File: config.mk
export PLATFORM = sky130hd
export DESIGN_NAME = lsu_ctrl
export DESIGN_NICKNAME = d
export VERILOG_FILES = /design/src/rtl/lsu_ctrl.sv
export SDC_FILE = /design/constraint.sdc
export NUM_CORES = 1
export LEC_CHECK = 0
export ABC_AREA = 1
export CAP_MARGIN = 20
export CELL_PAD_IN_SITES_DETAIL_PLACEMENT = 1
export CELL_PAD_IN_SITES_GLOBAL_PLACEMENT = 1
export CORE_AREA = 2 2 141 143
export CTS_BUF_LIST = sky130_fd_sc_hd__clkbuf_4 sky130_fd_sc_hd__clkbuf_8
export CTS_CLUSTER_DIAMETER = 100
export DETAILED_ROUTE_END_ITERATION = 8
export DIE_AREA = 0 0 143 145
export PLACE_DENSITY_LB_ADDON = 0.1
export SETUP_SLACK_MARGIN = 0.15
export SKIP_CTS_REPAIR_TIMING = 1
export SLEW_MARGIN = 20
export SYNTH_ARGS = -nofsm -noshare
export SYNTH_HDL_FRONTEND = slang
export SYNTH_SLANG_ARGS = --single-unit
File: constraint.sdc
create_clock -name clk -period 2.5 [get_ports clk]
set_input_delay 0.5 -clock clk [delete_from_list [all_inputs] [get_ports clk]]
set_output_delay 0.5 -clock clk [all_outputs]
set_load 0.005 [all_outputs]
File: src/rtl/lsu_ctrl.sv
// lsu_ctrl: single-outstanding load/store unit between the mem stage and a
// request/grant/response bus. One access at a time, IDLE -> REQ -> WAIT -> DONE.
//
// Handshakes:
//   upstream: req_valid is held stable by the pipeline while stall_o=1.
//   bus:      bus_req is held with constant address/be/wdata/we until the cycle
//             bus_gnt=1 is seen (that cycle completes the request).
//             bus_rvalid is only observed in WAIT; it carries load data or a
//             store acknowledge.
module lsu_ctrl (
   input  logic        clk,
   input  logic        rst,
   input  logic        req_valid,
   input  logic        req_we,
   input  logic [1:0]  req_size,
   input  logic        req_unsigned,
   input  logic [31:0] req_addr,
   input  logic [31:0] req_wdata,
   input  logic [4:0]  req_rd,
   output logic        stall_o,
   output logic        bus_req,
   output logic        bus_we,
   output logic [31:0] bus_addr,
   output logic [3:0]  bus_be,
   output logic [31:0] bus_wdata,
   input  logic        bus_gnt,
   input  logic        bus_rvalid,
   input  logic [31:0] bus_rdata,
   output logic        wb_we,
   output logic [4:0]  wb_waddr,
   output logic [31:0] wb_wdata,
   output logic        misalign_o,
   output logic        bus_err_o,
   output logic [1:0]  dbg_state_o
);

   typedef enum logic [1:0] {
      S_IDLE = 2'd0,
      S_REQ  = 2'd1,
      S_WAIT = 2'd2,
      S_DONE = 2'd3
   } state_t;

   state_t      state_q, state_d;
   logic [31:0] addr_q;
   logic [3:0]  be_q, be_d;
   logic [31:0] wdata_q, wdata_d;
   logic        we_q, uns_q;
   logic [1:0]  size_q;
   logic [4:0]  rd_q;
   logic [7:0]  cnt_q, cnt_d;
   logic [31:0] rdata_q, rdata_d;
   logic        tmo_q, tmo_d;
   logic        aligned;
   logic        latch_en;
   logic [31:0] load_val;
   logic [7:0]  lane8;
   logic [15:0] lane16;

   assign dbg_state_o = state_q;

   // Alignment check and bus lane formatting of the incoming request.
   always_comb begin
      aligned = 1'b0;
      be_d    = 4'b0000;
      wdata_d = req_wdata;
      unique case (req_size)
         2'b00: begin
            aligned = 1'b1;
            be_d    = 4'b0001 << req_addr[1:0];
            wdata_d = {4{req_wdata[7:0]}};
         end
         2'b01: begin
            aligned = ~req_addr[0];
            be_d    = req_addr[1] ? 4'b1100 : 4'b0011;
            wdata_d = {2{req_wdata[15:0]}};
         end
         2'b10: begin
            aligned = (req_addr[1:0] == 2'b00);
            be_d    = 4'b1111;
            wdata_d = req_wdata;
         end
         default: begin
            aligned = 1'b0;
         end
      endcase
   end

   // Next-state logic plus the combinational stall/exception outputs.
   always_comb begin
      state_d    = state_q;
      cnt_d      = cnt_q;
      tmo_d      = tmo_q;
      rdata_d    = rdata_q;
      latch_en   = 1'b0;
      stall_o    = 1'b0;
      misalign_o = 1'b0;
      bus_err_o  = 1'b0;
      unique case (state_q)
         S_IDLE: begin
            if (req_valid) begin
               if (aligned) begin
                  stall_o  = 1'b1;
                  latch_en = 1'b1;
                  state_d  = S_REQ;
               end else begin
                  misalign_o = 1'b1;
               end
            end
         end
         S_REQ: begin
            stall_o = 1'b1;
            if (bus_gnt) begin
               state_d = S_WAIT;
               cnt_d   = 8'd0;
               tmo_d   = 1'b0;
            end
         end
         S_WAIT: begin
            stall_o = 1'b1;
            if (bus_rvalid) begin
               rdata_d = bus_rdata;
               state_d = S_DONE;
            end else if (cnt_q == 8'hFF) begin
               // No response after 256 WAIT cycles: abandon with an error pulse.
               bus_err_o = 1'b1;
               tmo_d     = 1'b1;
               state_d   = S_DONE;
            end else begin
               cnt_d = cnt_q + 8'd1;
            end
         end
         S_DONE: begin
            state_d = S_IDLE;
         end
         default: begin
            state_d = S_IDLE;
         end
      endcase
   end

   // State, counter, response data and latched request fields.
   always_ff @(posedge clk or negedge rst) begin
      if (!rst) begin
         state_q <= S_IDLE;
         cnt_q   <= 8'd0;
         tmo_q   <= 1'b0;
         rdata_q <= 32'd0;
         addr_q  <= 32'd0;
         be_q    <= 4'd0;
         wdata_q <= 32'd0;
         we_q    <= 1'b0;
         size_q  <= 2'd0;
         uns_q   <= 1'b0;
         rd_q    <= 5'd0;
      end else begin
         state_q <= state_d;
         cnt_q   <= cnt_d;
         tmo_q   <= tmo_d;
         rdata_q <= rdata_d;
         if (latch_en) begin
            addr_q  <= req_addr;
            be_q    <= be_d;
            wdata_q <= wdata_d;
            we_q    <= req_we;
            size_q  <= req_size;
            uns_q   <= req_unsigned;
            rd_q    <= req_rd;
         end
      end
   end

   // Bus request fields are driven only while requesting, zero otherwise.
   always_comb begin
      bus_req   = (state_q == S_REQ);
      bus_we    = bus_req & we_q;
      bus_addr  = bus_req ? {addr_q[31:2], 2'b00} : 32'd0;
      bus_be    = bus_req ? be_q : 4'd0;
      bus_wdata = bus_req ? wdata_q : 32'd0;
   end

   // Lane extraction and sign/zero extension of the captured load word.
   always_comb begin
      lane8  = rdata_q[{addr_q[1:0], 3'b000} +: 8];
      lane16 = rdata_q[{addr_q[1], 4'b0000} +: 16];
      unique case (size_q)
         2'b00:   load_val = uns_q ? {24'd0, lane8} : {{24{lane8[7]}}, lane8};
         2'b01:   load_val = uns_q ? {16'd0, lane16} : {{16{lane16[15]}}, lane16};
         default: load_val = rdata_q;
      endcase
   end

   // Writeback only for a completed load to a non-zero register.
   always_comb begin
      wb_we    = (state_q == S_DONE) & ~we_q & ~tmo_q & (rd_q != 5'd0);
      wb_waddr = wb_we ? rd_q : 5'd0;
      wb_wdata = wb_we ? load_val : 32'd0;
   end

endmodule

==> flow_metrics.env, run 1 <==
export IMPL_run_status="complete, but fails checks"
export IMPL_violations="setup timing"
export IMPL_synth_cell_area_um2=6650
export IMPL_critPathLaunchType="register"
export IMPL_floorplan_io_pins=223
export IMPL_post_route_cell_area_um2=10600
export IMPL_routed_via_count=6999
export IMPL_cts_root_buffer_cell="sky130_fd_sc_hd__clkbuf_8"
export IMPL_grt_overflow_total=0
export IMPL_final_hold_viol_count=0
export IMPL_power_frac_comb_pct=54.4
export IMPL_finalPower_mw=11.4
export IMPL_async_reset_ff_share_pct=100
export IMPL_worstMarginPinSlew_ns=0.545
export IMPL_timing_slew_headroom_pct=63.6
export IMPL_height_of_the_die_um=145
export IMPL_pwr_share_clk_pct=14.8
export IMPL_ys_types=38
export IMPL_avgRoutedWirePerCell_um=17.2
export IMPL_ir_worst_vdd_mv=0.467
export IMPL_cts_sink_count=120
export IMPL_first_pass_iters=4
export IMPL_clock_skew_final_ns=0.00878
export IMPL_synthesis_area_per_instance_um2=7.11
export IMPL_num_antenna_cells=0
export IMPL_layout_worst_path_cycle_share_pct=101
export IMPL_total_leakage_power_nw=6.14
export IMPL_crit_fanout=4
export IMPL_path_clk_slew_ns=0.08
export IMPL_synth_flop_cell="sky130_fd_sc_hd__dfrtp_1"
export IMPL_multi_input_combinational_cell_area_um2=3350
export IMPL_share_of_post_route_cells_with_drive_strength_above_1_pct=31.0
export IMPL_finalCriticalPeriod_ns=2.52
export IMPL_p_seq_share_pct=30.8
export IMPL_sw_frac_of_total_pct=42.4
export IMPL_final_nets=1342
export IMPL_detail_route_drc_violations=0
export IMPL_portBuffers=220
export IMPL_grt_usage_pct=22.1
export IMPL_hp_class="reg2reg"
export IMPL_netlist_instances=935
export IMPL_cts_buffers=17
export IMPL_synth_warn=0
export IMPL_max_slew_violations=0
export IMPL_netSwitchingPower_mw=4.82
export IMPL_largest_net_degree_at_the_start_of_global_routing=93
export IMPL_internal_power_mw=6.54
export IMPL_ys_top_cells_by_area="sky130_fd_sc_hd__dfrtp_1, sky130_fd_sc_hd__nand2_1, sky130_fd_sc_hd__inv_1, sky130_fd_sc_hd__o21ai_0, sky130_fd_sc_hd__nor2_1"
export IMPL_std_cell_rows=51
export IMPL_die_extent_in_x_um=143
export IMPL_synth_common_cells="sky130_fd_sc_hd__nand2_1, sky130_fd_sc_hd__dfrtp_1, sky130_fd_sc_hd__inv_1, sky130_fd_sc_hd__o21ai_0, sky130_fd_sc_hd__nor2_1"
export IMPL_syn_to_final_growth_pct=59.0
export IMPL_grt_pass1_vias=6733
export IMPL_synthMostInstantiatedCell="sky130_fd_sc_hd__nand2_1"
export IMPL_setup_worst_path_class="reg2out"
export IMPL_place_congestion=0.822
export IMPL_floorplan_initialDensity_pct=34.6
export IMPL_initialDrtViolationCount=376
export IMPL_synth_seq_cells=120
export IMPL_post_synth_top_area_cell="sky130_fd_sc_hd__dfrtp_1"
export IMPL_detailed_place_hpwl_um=16300
export IMPL_ant_nets=0
export IMPL_rsz0062_at_grt="yes"
export IMPL_synth_edff_count=0
export IMPL_cts_max_level=4
export IMPL_cts_max_path_buffers=2
export IMPL_seq_area_um2=3010
export IMPL_power_density_nw_per_um2=1080
export IMPL_die_area_um2=20700
export IMPL_max_cap_violations=0
export IMPL_synth_seq_area_share_pct=45.2
export IMPL_worstSetupEndpointType="output pin"
export IMPL_cp_data_arrival_time_ns=2.02
export IMPL_fin_ws_ns=-0.0184
export IMPL_grt_antenna_before_repair=0
export IMPL_num_fill_cells=2338
export IMPL_crit_required_ns=2.00
export IMPL_max_freq_ghz=0.397
export IMPL_cts_tree="done"
export IMPL_clk_insertion_delay_late_ns=0.45
export IMPL_placed_cell_area_um2=9340
export IMPL_core_region_area_um2=19200
export IMPL_wirelength_um=25800
export IMPL_final_core_util_pct=55.0
export IMPL_finalSetupViolations=8
export IMPL_synth_top_cell_area_share_pct=45.2
export IMPL_post_drt_via_cell_ratio=4.66
export IMPL_global_route_wire_length_before_repair_um=35900
routing by layer:
layer  part of all wire (%)  vias to the layer above  global-route usage (%)
met5                      0                        -                       0
met4                    1.3                        0                    5.89
met3                    4.5                       21                    5.51
met2                     50                      169                    34.9
li1                       -                     3417                       -
met1                     44                     3392                    30.1
cell families (layout without fill, tap and decap cells):
family / count (synthesis) / after routing / synth area share (%)
compound gates: 115 / 115 / 10.3
xor+xnor: 1 / 1 / 0.132
fa+ha+maj: 7 / 7 / 1.32
buf+inv: 162 / 462 / 10.9
flops: 120 / 120 / 45.2
other cells: 1 / 2 / 0.0564
simple gates: 529 / 529 / 32.1
worst max-delay path: stages (launching register included):
cell                         delay [ns]
sky130_fd_sc_hd__dfrtp_1           0.38
sky130_fd_sc_hd__ha_2              0.17
sky130_fd_sc_hd__nor3b_2           0.15
sky130_fd_sc_hd__buf_4             0.16
sky130_fd_sc_hd__nand2_8           0.07
sky130_fd_sc_hd__clkinvlp_4        0.13
sky130_fd_sc_hd__o21ai_1           0.09
sky130_fd_sc_hd__a21oi_1           0.25
sky130_fd_sc_hd__buf_2             0.17
final cells by class:
type | instances | area share [%]
multi-input cells | 654 | 31.7
repair buffers | 316 | 29.0
flip-flops and latches | 120 | 28.4
inverters | 115 | 4.28
well taps | 265 | 3.14
clock buffers | 17 | 2.21
clock inverters | 13 | 1.15
repair inverters | 1 | 0.0711
layout by cell type, fill, tap and decap left out, types with 29 or more instances in the layout:
| master | synthesis | final |
|---|---|---|
| sky130_fd_sc_hd__buf_6 | 10 | 39 |
| sky130_fd_sc_hd__dfrtp_1 | 120 | 118 |
| sky130_fd_sc_hd__clkdlybuf4s50_1 | 0 | 108 |
| sky130_fd_sc_hd__o21ai_0 | 42 | 35 |
| sky130_fd_sc_hd__buf_4 | 6 | 44 |
| sky130_fd_sc_hd__clkbuf_2 | 2 | 46 |
| sky130_fd_sc_hd__inv_2 | 5 | 37 |
| sky130_fd_sc_hd__inv_1 | 108 | 75 |
| sky130_fd_sc_hd__nand2_1 | 430 | 368 |
| sky130_fd_sc_hd__buf_2 | 11 | 29 |
| sky130_fd_sc_hd__nor2_1 | 37 | 30 |
| sky130_fd_sc_hd__nand2_2 | 4 | 43 |
stage by stage:
stage	setup slack [ns]	hold slack, ns	setup TNS, ns	cells
2_1_floorplan	0.582	0.204	0	936
3_3_place_gp	-0.102	0.461	-0.167	1418
4_1_cts	-0.485	-0.0221	-33.77	1448
5_1_grt	-0.115	0.509	-2.59	1501
3_5_place_dp	-0.125	0.465	-0.223	1418
6_report	-0.0184	0.488	-0.0668	1501
registers in the layout, indices dropped and copies added (netlist names), 2 cells and up:
register and flops:
rdata_q 32, be_q 4, cnt_q 8, dbg_state_o 2
rd_q 5, size_q 2, addr_q 32, wdata_q 32
power groups by stage:
stage	logic, mW	registers [mW]	clock network, mW
global route	6.73	3.60	1.83
floorplan	2.48	3.19	0
CTS	4.65	3.35	1.72
detailed placement	4.60	3.37	0
finish	6.19	3.50	1.68
global placement	4.49	3.35	0
path summary, 6_finish.rpt:
kind / to / cells past startpoint / from / slack [ns]
hold / removal: addr_q[7] / 2 / addr_q[7] / 0.49
hold reg to reg: addr_q[7] / 2 / addr_q[7] / 0.49
max in group asynchronous: addr_q[23] / 3 / rst / 1.05
min in group asynchronous: cnt_q[4] / 2 / rst / 0.54
setup / recovery: wb_wdata[9] / 8 / dbg_state_o[0] / -0.02
setup reg to reg: cnt_q[2] / 11 / dbg_state_o[0] / 0.38
Note: power is estimated with default switching activity, not from simulation.
==> inputs of run 2 (changes only) <==
ABC_CLOCK_PERIOD_IN_PS = 2500   (was unset)
CORE_AREA = 2 2 129 156   (was 2 2 141 143)
DIE_AREA = 0 0 131 158   (was 0 0 143 145)
GPL_TIMING_DRIVEN = 0   (was unset)
==> run 2 against run 1 <==
  * Critical path depth is 2 higher
  * Via count is 3.1% higher
  * Total power up 5.1%
  * Clock power up 18%
  * Global-route usage is 0.79 points higher
  * Wire length grew 2.5%
  * Final area grew 3.5%
  * The run still ends with setup timing left
==> flow_metrics.env, run 2 (same netlist as run 1, synthesis figures left out) <==
export IMPL_final_hold_viol_count=0
export IMPL_worst_path_dominant_cell_family="buffers and inverters"
export IMPL_detailed_place_hpwl_um=17300
export IMPL_cts_root_buffer_cell="sky130_fd_sc_hd__clkbuf_8"
export IMPL_path_clk_slew_ns=0.07
export IMPL_routed_via_count=7217
export IMPL_reg2reg_from="dbg_state_o[0]"
export IMPL_crit_path_top_delay_cell="sky130_fd_sc_hd__dfrtp_2"
export IMPL_max_slew_violations=0
export IMPL_grt_overflow_total=0
export IMPL_avgRoutedWirePerCell_um=17.3
export IMPL_worst_hold_startpoint="req_addr[0]"
export IMPL_final_nets=1366
export IMPL_pwr_share_clk_pct=16.6
export IMPL_critical_path_cell_chain="buf_12 -> ha_4 -> buf_12 -> buf_12 -> buf_12 -> buf_8 -> clkbuf_16 -> nand2_2 -> inv_2 -> dlymetal6s2s_1"
export IMPL_initialDrtViolationCount=308
export IMPL_hp_class="in2reg"
export IMPL_clock_skew_final_ns=0.0124
export IMPL_cts_max_level=4
export IMPL_die_extent_in_x_um=131
export IMPL_finalSetupViolations=36
export IMPL_leading_registers_by_flop_count="addr_q: 32 flops, rdata_q: 32 flops, wdata_q: 32 flops"
export IMPL_power_density_nw_per_um2=1090
export IMPL_reg2reg_setup_slack_ns=0.19
export IMPL_min_path_cells=3
export IMPL_ir_worst_vdd_mv=0.434
export IMPL_r2r_worst_path_depth=10
export IMPL_crit_fanout=7
export IMPL_grt_usage_pct=22.9
export IMPL_worst_hold_margin_ns=0.465
export IMPL_power_frac_comb_pct=53.8
export IMPL_cts_tree="done"
export IMPL_place_congestion=0.817
export IMPL_largest_net_degree_at_the_start_of_global_routing=71
export IMPL_floorplan_io_pins=223
export IMPL_finalCriticalPeriod_ns=2.66
export IMPL_height_of_the_die_um=158
export IMPL_syn_to_final_growth_pct=64.6
export IMPL_holdPathEnd="addr_q[0]"
export IMPL_dp_cells=1418
export IMPL_core_region_area_um2=19300
export IMPL_first_pass_iters=4
export IMPL_cp_num_buf_inv=8
export IMPL_critPathLaunchType="register"
export IMPL_clk_insertion_delay_late_ns=0.45
export IMPL_violations="setup timing"
export IMPL_post_drt_via_cell_ratio=4.73
export IMPL_wirelength_um=26400
export IMPL_num_fill_cells=2392
export IMPL_floorplan_initialDensity_pct=34.5
export IMPL_critical_path_reg2reg_endpoint="rdata_q[1]"
export IMPL_grt_antenna_before_repair=3
export IMPL_worstMarginPinSlew_ns=0.592
export IMPL_share_of_post_route_cells_with_drive_strength_above_1_pct=31.3
export IMPL_crit_top_cell="sky130_fd_sc_hd__buf_12"
export IMPL_ant_nets=0
export IMPL_cts_buffers=17
export IMPL_cts_max_path_buffers=2
export IMPL_detail_route_drc_violations=0
export IMPL_rsz0062_at_grt="yes"
export IMPL_layout_worst_path_cycle_share_pct=106
export IMPL_critPathMaxStageDelay_ns=0.47
export IMPL_run_status="complete, but fails checks"
export IMPL_most_common_cell_after_layout_fill_and_taps_aside="sky130_fd_sc_hd__nand2_1"
export IMPL_die_area_um2=20700
export IMPL_std_cell_rows=56
export IMPL_total_leakage_power_nw=6.33
export IMPL_sw_frac_of_total_pct=41.2
export IMPL_max_freq_ghz=0.376
export IMPL_layout_cells_most_common_list="sky130_fd_sc_hd__nand2_1, sky130_fd_sc_hd__dfrtp_1, sky130_fd_sc_hd__clkdlybuf4s50_1, sky130_fd_sc_hd__inv_1, sky130_fd_sc_hd__buf_6"
export IMPL_portBuffers=220
export IMPL_netSwitchingPower_mw=4.91
export IMPL_timing_slew_headroom_pct=60.5
export IMPL_worstSetupEndpointType="output pin"
export IMPL_crit_required_ns=2.00
export IMPL_instances_no_fill=1526
export IMPL_setup_worst_path_class="reg2out"
export IMPL_p_seq_share_pct=29.6
export IMPL_internal_power_mw=7.02
export IMPL_fin_ws_ns=-0.161
export IMPL_grt_pass1_vias=6983
export IMPL_max_cap_violations=0
export IMPL_cp_data_arrival_time_ns=2.16
export IMPL_cts_sink_count=120
export IMPL_global_route_wire_length_before_repair_um=36100
-- run 2: final cells by class --
class	instances	area [µm²]	share of cell area (%)
Antenna cell	3	7.51	0.0686
Inverter	115	453	4.14
Sequential cell	120	3010	27.5
Clock buffer	19	255	2.33
Tap cell	261	327	2.99
Timing Repair inverter	1	5.00	0.0458
Multi-Input combinational cell	654	3460	31.6
Timing Repair Buffer	293	2810	25.7
Buffer	47	442	4.04
Clock inverter	13	178	1.62
-- run 2: power groups by stage --
stage	combinational (mW)	sequential, mW	clock (mW)
2_1_floorplan	2.48	3.19	0
3_3_place_gp	4.31	3.34	0
3_5_place_dp	4.42	3.37	0
4_1_cts	4.45	3.34	2.00
5_1_grt	7.01	3.63	2.09
6_report	6.43	3.53	1.98
-- run 2: how the worst max path moves through the flow --
| stage | start | end | slack, ns | cells past startpoint |
|---|---|---|---|---|
| detailed placement | req_size[0] | stall_o | -0.62 | 9 |
| floorplan | dbg_state_o[1] | bus_wdata[10] | 0.58 | 7 |
| finish | dbg_state_o[0] | bus_wdata[14] | -0.16 | 10 |
| global route | size_q[1] | wb_wdata[28] | -0.27 | 12 |
| global placement | rst | addr_q[15] | -4.29 | 1 |
| CTS | dbg_state_o[1] | bus_wdata[4] | -0.99 | 8 |
-- run 2: per-layer routing --
metal / GRT usage, % / routed length (µm)
met5: 0 / 0
met3: 5.85 / 1400
met1: 26.9 / 10300
met2: 40.5 / 13900
met4: 7.19 / 794
-- run 2: metrics by stage --
step | total power [mW] | util [%] | setup TNS (ns) | instance area (µm²) | worst slack, ns
floorplan | 5.67 | - | 0 | 6650 | 0.582
global placement | 7.64 | 47.6 | -527.74 | 9180 | -4.29
detailed placement | 7.79 | 47.8 | -16.06 | 9210 | -0.621
CTS | 9.79 | 50.1 | -66.79 | 9640 | -0.988
global route | 12.7 | 56.8 | -7.51 | 10900 | -0.272
finish | 11.9 | 56.8 | -2.95 | 10900 | -0.161
-- run 2: worst min-delay path: stages --
cell and delay, ns:
sky130_fd_sc_hd__dlymetal6s2s_1 0.16, sky130_fd_sc_hd__inv_2 0.12, sky130_fd_sc_hd__o21ai_1 0.08
